<file path="config.mk">
export PLATFORM = sky130hd
export DESIGN_NAME = led8_bcd_7seg_scan
export DESIGN_NICKNAME = d
export VERILOG_FILES = /design/src/rtl/led8_bcd_7seg_scan.sv
export SDC_FILE = /design/constraint.sdc
export NUM_CORES = 1
export LEC_CHECK = 0
export BUFFER_PORTS_ARGS = -buffer_cell sky130_fd_sc_hd__buf_2
export CAP_MARGIN = 20
export CORE_MARGIN = 2
export CORE_UTILIZATION = 30
export DETAILED_ROUTE_END_ITERATION = 16
export PLACE_DENSITY = 0.47
export RECOVER_POWER = 100
export SLEW_MARGIN = 20
export SYNTH_ARGS = -nofsm -noshare
export SYNTH_HDL_FRONTEND = slang
export SYNTH_SLANG_ARGS = --single-unit
</file>
<file path="constraint.sdc">
create_clock -name Clk50MHz -period 2.7 [get_ports Clk50MHz]
set_input_delay 0.54 -clock Clk50MHz [delete_from_list [all_inputs] [get_ports Clk50MHz]]
set_output_delay 0.54 -clock Clk50MHz [all_outputs]
set_load 0.01 [all_outputs]
</file>
<file path="src/rtl/led8_bcd_7seg_scan.sv">
// 8-bit binary to 3-digit BCD (sequential double-dabble) with a multiplexed common-anode 7-seg driver.
// Optional build macro LEADING_ZERO_BLANK_EN blanks leading-zero hundreds/tens digits.
module led8_bcd_7seg_scan #(
   parameter int CLK_HZ  = 50_000_000,
   parameter int SCAN_HZ = 1_000
) (
   input  logic       Clk50MHz,
   input  logic       RST,
   input  logic [7:0] VAL_IN,
   output logic [6:0] SEG_OUT,
   output logic [2:0] AN_OUT,
   output logic       BUSY
);

   localparam int TERM = CLK_HZ / SCAN_HZ - 1;
   localparam int PW   = (TERM < 1) ? 1 : $clog2(TERM + 1);

   typedef enum logic [1:0] {S_IDLE, S_SHIFT, S_DONE} state_t;

   state_t          state_q, state_d;
   logic [7:0]      last_val_q, last_val_d;
   logic [7:0]      cap_q, cap_d;
   logic [11:0]     acc_q, acc_d;
   logic [11:0]     acc_adj;
   logic [2:0]      cnt_q, cnt_d;
   logic            busy_q, busy_d;
   logic [3:0]      h_q, h_d, t_q, t_d, u_q, u_d;
   logic [PW-1:0]   presc_q, presc_d;
   logic [1:0]      idx_q, idx_d;
   logic [3:0]      digit;
   logic [6:0]      seg_q, seg_d;
   logic [2:0]      an_q, an_d;

   function automatic logic [3:0] adj3(input logic [3:0] n);
      return (n >= 4'd5) ? n + 4'd3 : n;
   endfunction

   function automatic logic [6:0] seg_of(input logic [3:0] d);
      case (d)
         4'd0:    return 7'h40;
         4'd1:    return 7'h79;
         4'd2:    return 7'h24;
         4'd3:    return 7'h30;
         4'd4:    return 7'h19;
         4'd5:    return 7'h12;
         4'd6:    return 7'h02;
         4'd7:    return 7'h78;
         4'd8:    return 7'h00;
         4'd9:    return 7'h10;
         default: return 7'h7F;
      endcase
   endfunction

   // Converter: one bit per SHIFT cycle, MSB first, nibbles corrected before each shift.
   always_comb begin
      state_d    = state_q;
      last_val_d = last_val_q;
      cap_d      = cap_q;
      acc_d      = acc_q;
      cnt_d      = cnt_q;
      busy_d     = busy_q;
      h_d        = h_q;
      t_d        = t_q;
      u_d        = u_q;
      acc_adj    = {adj3(acc_q[11:8]), adj3(acc_q[7:4]), adj3(acc_q[3:0])};
      case (state_q)
         S_IDLE: begin
            if (VAL_IN != last_val_q) begin
               cap_d   = VAL_IN;
               acc_d   = '0;
               cnt_d   = '0;
               busy_d  = 1'b1;
               state_d = S_SHIFT;
            end else begin
               busy_d = 1'b0;
            end
         end
         S_SHIFT: begin
            acc_d = {acc_adj[10:0], cap_q[3'd7 - cnt_q]};
            cnt_d = cnt_q + 3'd1;
            if (cnt_q == 3'd7) state_d = S_DONE;
         end
         S_DONE: begin
            h_d        = acc_q[11:8];
            t_d        = acc_q[7:4];
            u_d        = acc_q[3:0];
            last_val_d = cap_q;
            busy_d     = 1'b0;
            state_d    = S_IDLE;
         end
         default: begin
            busy_d  = 1'b0;
            state_d = S_IDLE;
         end
      endcase
   end

   // Scan: anode and segment outputs are registered together from the current index.
   always_comb begin
      presc_d = presc_q + PW'(1);
      idx_d   = idx_q;
      if (presc_q == PW'(TERM)) begin
         presc_d = '0;
         idx_d   = (idx_q >= 2'd2) ? 2'd0 : idx_q + 2'd1;
      end
      case (idx_q)
         2'd1:    begin digit = t_q; an_d = 3'b101; end
         2'd2:    begin digit = h_q; an_d = 3'b011; end
         default: begin digit = u_q; an_d = 3'b110; end
      endcase
      seg_d = seg_of(digit);
`ifdef LEADING_ZERO_BLANK_EN
      if (idx_q == 2'd2 && h_q == 4'd0) seg_d = 7'h7F;
      if (idx_q == 2'd1 && h_q == 4'd0 && t_q == 4'd0) seg_d = 7'h7F;
`endif
   end

   // NOTE: reset is synchronous here, so it sits inside the clocked branch; state uses <= only.
   always_ff @(posedge Clk50MHz) begin
      if (!RST) begin
         state_q    <= S_IDLE;
         last_val_q <= '0;
         cap_q      <= '0;
         acc_q      <= '0;
         cnt_q      <= '0;
         busy_q     <= 1'b0;
         h_q        <= '0;
         t_q        <= '0;
         u_q        <= '0;
         presc_q    <= '0;
         idx_q      <= '0;
         seg_q      <= 7'h7F;
         an_q       <= 3'b111;
      end else begin
         state_q    <= state_d;
         last_val_q <= last_val_d;
         cap_q      <= cap_d;
         acc_q      <= acc_d;
         cnt_q      <= cnt_d;
         busy_q     <= busy_d;
         h_q        <= h_d;
         t_q        <= t_d;
         u_q        <= u_d;
         presc_q    <= presc_d;
         idx_q      <= idx_d;
         seg_q      <= seg_d;
         an_q       <= an_d;
      end
   end

   assign SEG_OUT = seg_q;
   assign AN_OUT  = an_q;
   assign BUSY    = busy_q;

endmodule

</file>
# After elaboration in Yosys (flattened, before gate mapping)
# Memories as Yosys holds them, arrays and structs flattened. A register that Yosys moved wholly into a read port is not among the register bits.
# Index checks and enable logic that the tools add are counted.
[word_totals]
word_cells = 59
ram_bits = 0
regBits = 67
mem_count = 1
latch_bits = 0
romBits = 112
[classes]
addsub = 7
n_lt_le_gt_ge = 5
eq_ne = 9
reduce_logical = 7
div_mod_pow = 0
n_bitwise = 1
n_mux = 17
n_mul = 0
n_shift = 0
[mem_list]
columns = ["name", "depth", "width", "read_ports", "rd_clocked_by_memory_dff", "write_ports", "line", "rtl"]
rows = [
  ["(no name shown)", 16, 7, 1, 1, 0, "39", "case (d)"],
]
[op_table]
columns = ["op", "count"]
rows = [
  ["12-bit one-hot mux with 2 select lines", 1],
  ["16-bit by 1-bit adder with 16-bit output (second input constant)", 1],
  ["16-bit == test (second input constant)", 1],
  ["4-bit by 3-bit >= comparator with 1-bit output (second input constant)", 3],
  ["12-bit 2-to-1 mux", 1],
  ["3-bit one-hot mux with 2 select lines", 2],
  ["4-bit by 2-bit adder with 4-bit output (second input constant)", 2],
  ["4-bit 2-to-1 mux", 2],
  ["8-bit inequality test", 1],
  ["4-bit one-hot mux with 2 select lines", 1],
  ["2-bit 2-to-1 mux", 3],
  ["3-bit 2-to-1 mux", 2],
  ["2-bit AND reduction", 3],
  ["2-bit by 1-bit == test with 1-bit output (second input constant)", 2],
  ["2-bit == test (second input constant)", 2],
  ["3-bit by 4-bit less-than comparator with 1-bit output (second input constant)", 1],
  ["2-bit inequality test (second input constant)", 2],
  ["2-bit one-hot mux with 2 select lines", 1],
  ["3-bit by 1-bit adder with 3-bit output (second input constant)", 1],
  ["3-bit by 2-bit adder with 3-bit output (second input constant)", 1],
  ["1-bit binary-select mux with 3-bit select", 1],
  ["3-bit == test (second input constant)", 1],
  ["3-bit subtractor (first input constant)", 1],
  ["2-bit by 1-bit adder with 2-bit output (second input constant)", 1],
  ["8 further kinds", 9],
]

# Depth between registers and ports, before layout
[depth]
word_depth = 4
depth_mapped = 9
ltp_nobuf = 8

# Worst setup path after synthesis
# OpenSTA, ideal clock, no wires.
[synth_path]
path_type = "register -> register"
from = "register idx_q[0]"
to = "register seg_q[3], in the netlist SEG_OUT[3]"
path_buffers = 1
setup_time_ns = 0.139
path_stages_with_launch = 10
arrival_time_ns = 1.798
period_less_slack_ns = 1.937
slack_ns = 0.763
path_cell_list = "dfxtp_1 -> inv_1 -> ha_1 -> buf_2 -> nor2_1 -> a21oi_1 -> inv_1 -> ha_1 -> o21ai_0 -> nand4_1"
[synth_via]
elab_chain_cells = 2
[synth_lines]
columns = ["element", "line", "rtl"]
rows = [
  ["from (decl)", "29", "logic [1:0] idx_q, idx_d;"],
  ["from (signal assigned)", "145", "idx_q <= idx_d;"],
  ["2-bit == test / 2-bit by 1-bit == test with 1-bit output (equally long branches)", "106", "case (idx_q)"],
  ["4-bit one-hot mux with 2 select lines (*)", "106", ""],
  ["to (decl)", "31", "logic [6:0] seg_q, seg_d;"],
]
# Mark *: on every way between the ends. The rest lies on a longest branch, timed or not.
# A chain may end at the register's enable or synchronous reset.

# Worst setup path in the final report
[layout_path]
from = "input port RST"
to = "register presc_q[15]"
[layout_via]
elab_chain_cells = 2
[layout_lines]
columns = ["element", "line", "rtl"]
rows = [
  ["from (decl)", "8", "input logic RST,"],
  ["1-bit NOT (no line)", "--", ""],
  ["2-bit OR reduction (no line)", "--", ""],
  ["to (signal assigned)", "144", "presc_q <= presc_d;"],
  ["to (decl)", "28", "logic [PW-1:0] presc_q, presc_d;"],
]
# Every way passes these cells.

==> results.py <==
metrics = {
    "placement": {
        "dpl-instance-area_um2": 3650,
        "port-buffer-count": 20,
        "gp_congestion": 0.755,
        "dp_hpwl_um": 5270,
        "pre_cts_ws_ns": 0.509,
    },
    "route": {
        "drt-wirelength-per-cell_um": 13.3,
        "drc": 0,
        "viasPerCell": 4.85,
        "firstDrtPassIters": 6,
        "ant_nets": 0,
        "via_count": 2729,
        "drt_wl_total_um": 7500,
        "drt_iter0_drc": 98,
    },
    "sta": {
        "rsz0062_at_grt": "no",
        "fin_crit_sh_pct": 85.0,
        "slew_headroom_pct": 6.45,
        "setup_viol": 0,
        "setup_tns_ns": 0,
        "hold_violations": 0,
        "fin_skew_ns": 0.00774,
        "min_period_ns": 2.29,
        "tightest_slew_ns": 1.40,
        "drv_slew": 0,
        "holdWs_ns": 0.458,
        "fin_ws_ns": 0.406,
        "maxClockFrequency_mhz": 436,
    },
    "floorplanning": {
        "design.die.area_um2": 12300,
        "fp-row-count": 39,
        "initial_core_util_pct": 30.4,
        "die_h_um": 111,
        "core_um2": 11300,
        "io_pins": 21,
        "die_w_um": 111,
    },
    "synthesis": {
        "synth-edff-count": 0,
        "synth_nets": 425,
        "ys_warn_count": 0,
        "ys_ff_latch": 74,
        "synthArstFlopShare_pct": 0,
        "synth.distinct_cells": 44,
        "synthCells": 399,
        "syn_area_um2": 3440,
        "syn_avg_cell_area_um2": 8.62,
        "yosysSeqAreaShare_pct": 43.1,
        "synth_flop_cell": "dfxtp_1",
    },
    "cts": {
        "cts_buffers": 9,
        "cts.sinks": 74,
        "path_clk_slew_ns": 0.06,
        "clock_latency_ns": 0.33,
        "post_cts_buffers": 0,
        "cts-htree-levels": 3,
        "cts_buffer_depth": 2,
        "cts-hold-fix-buffers": 0,
        "cts_tree": "built",
        "ctsRootBufferMaster": "clkbuf_16",
        "post_cts_resized": 0,
    },
    "worst_hold_path": {
        "hold_class": "register to register",
    },
    "run": {
        "cap_violations": 0,
    },
    "setup_path": {
        "setup.worst_path.class": "input port to register",
        "worstPathRequired_ns": 2.95,
        "arrival_ns": 2.54,
        "cp-end-kind": "register",
        "max_stage_delay_ns": 0.67,
        "cpMaxStageDelayCell": "clkbuf_1",
        "crit_buf_inv": 2,
        "cp_max_fo": 17,
        "critPathTopFamily": "buffers and inverters",
        "cp-start-kind": "input port",
        "crit_chain": "clkbuf_1 > clkbuf_1 > o21ai_1 > a21oi_1",
        "worst-r2r-setup-slack_ns": 0.44,
        "cp_common_cell": "clkbuf_1",
    },
    "cells_and_area": {
        "diodes": 0,
        "final_cell_mix": "dfxtp_1 (74), nand2_1 (74), a21oi_1 (34), nor2_1 (23), xnor2_1 (21)",
        "multi_input_area_um2": 1780,
        "nFillCells": 1210,
        "syn2layout_area_growth_pct": 12.6,
        "fin_area_um2": 3870,
        "nets": 441,
        "layout-drive-gt1-share_pct": 7.62,
        "register_area_um2": 1480,
    },
    "grt": {
        "grt_pass1_wl_um": 12800,
        "grt_antenna_before_repair": 0,
        "grt_overflow": 0,
        "grt_max_degree": 29,
        "track_usage_pct": 13.0,
        "grt_pass1_vias": 2612,
    },
    "power_and_ir_drop": {
        "clock_power_share_pct": 46.1,
        "p_comb_share_pct": 4.7,
        "p_int_mw": 1.80,
        "pwr-share-seq_pct": 49.2,
        "switching_share_pct": 22.2,
        "p_sw_mw": 0.513,
        "power.leakage_nw": 1.32,
        "power.density_nw_per_um2": 597,
        "ir_worst_vdd_v": 0.000331,
    },
    "run_status": {
        "status": "completed",
    },
}
## final cells by class
cell class,instances,share of cell area (%)
Tap cell,143,4.62
Inverter,17,1.65
Clock inverter,3,0.388
Clock buffer,13,6.46
Sequential cell,74,38.2
Timing Repair Buffer,24,2.68
Multi-Input combinational cell,289,46.0
## power groups by stage
| stage | registers [mW] | clock network, mW | logic [mW] |
|---|---|---|---|
| 3_3_place_gp | 1.16 | 0 | 0.115 |
| 6_report | 1.14 | 1.07 | 0.108 |
| 3_5_place_dp | 1.16 | 0 | 0.116 |
| 5_1_grt | 1.14 | 1.16 | 0.123 |
| 4_1_cts | 1.14 | 1.10 | 0.117 |
| 2_1_floorplan | 1.16 | 0 | 0.0844 |
## worst register-to-register path: stages (launching register included)
cell	delay, ns
dfxtp_1	0.38
inv_1	0.08
ha_1	0.51
nor2_1	0.08
a21oi_1	0.34
inv_1	0.13
ha_1	0.32
o21ai_0	0.17
nand4_1	0.11
## state kept, by name (all words and copies together), names as in the netlist, 3 cells and up
signal      cells
u_q             4
t_q             4
cnt_q           3
AN_OUT          3
SEG_OUT         7
last_val_q      8
acc_q          12
cap_q           8
h_q             4
presc_q        16
## Yosys cell counts (5+ instances only)
| cell type | n | share of area (%) |
|---|---|---|
| buf_2 | 6 | 0.87 |
| a22oi_1 | 7 | 1.5 |
| mux2i_1 | 9 | 2.6 |
| dfxtp_1 | 74 | 43 |
| nor3_1 | 6 | 0.87 |
| nand3_1 | 11 | 1.6 |
| nand2_1 | 74 | 8.1 |
| inv_1 | 17 | 1.9 |
| nand4_1 | 9 | 1.6 |
| o21ai_0 | 12 | 1.7 |
| nand2b_1 | 5 | 0.91 |
| nor4_1 | 5 | 0.91 |
| nor2_1 | 22 | 2.4 |
| ha_1 | 16 | 5.8 |
| a21oi_1 | 34 | 4.9 |
| xnor2_1 | 21 | 5.3 |
| o22ai_1 | 8 | 1.5 |
| clkbuf_1 | 8 | 0.87 |
| xor2_1 | 6 | 1.5 |
## per-layer routing
| layer | part of all wire, % | GRT usage, % |
|---|---|---|
| met3 | 3.2 | 3.99 |
| met4 | 1.1 | 4.53 |
| met2 | 49 | 21.8 |
| met1 | 46 | 15.7 |
| met5 | 0 | 0 |
## kinds of logic after synthesis
kind of cell               share of synthesized area, %
AOI/OAI and AO/OA                                  13.3
adders and majority gates                          5.82
and+or+nand+nor                                    21.2
DFF                                                43.1
xor gates and xnor gates                           6.87
buffers and inverters                              4.80
muxes                                              4.91
## worst paths after layout
path	from	depth (start not counted)	endpoint
worst max-delay path	RST	4	presc_q[15]$_SDFF_PP0_
worst min-delay path	BUSY$_SDFFE_PN0N_	2	BUSY$_SDFFE_PN0N_
worst max register to register	idx_q[0]$_SDFFE_PN0N_	8	SEG_OUT[3]$_SDFF_PN1_
worst min register to register	BUSY$_SDFFE_PN0N_	2	BUSY$_SDFFE_PN0N_
## through the flow
stage / utilization (%) / instances / power [mW]
after global routing: 34.2 / 563 / 2.42
after floorplan: - / 399 / 1.24
after global placement: 32.2 / 547 / 1.28
final: 34.2 / 563 / 2.31
after detailed placement: 32.2 / 547 / 1.28
after CTS: 34.6 / 563 / 2.36
Power figures use the tool's default switching activity.
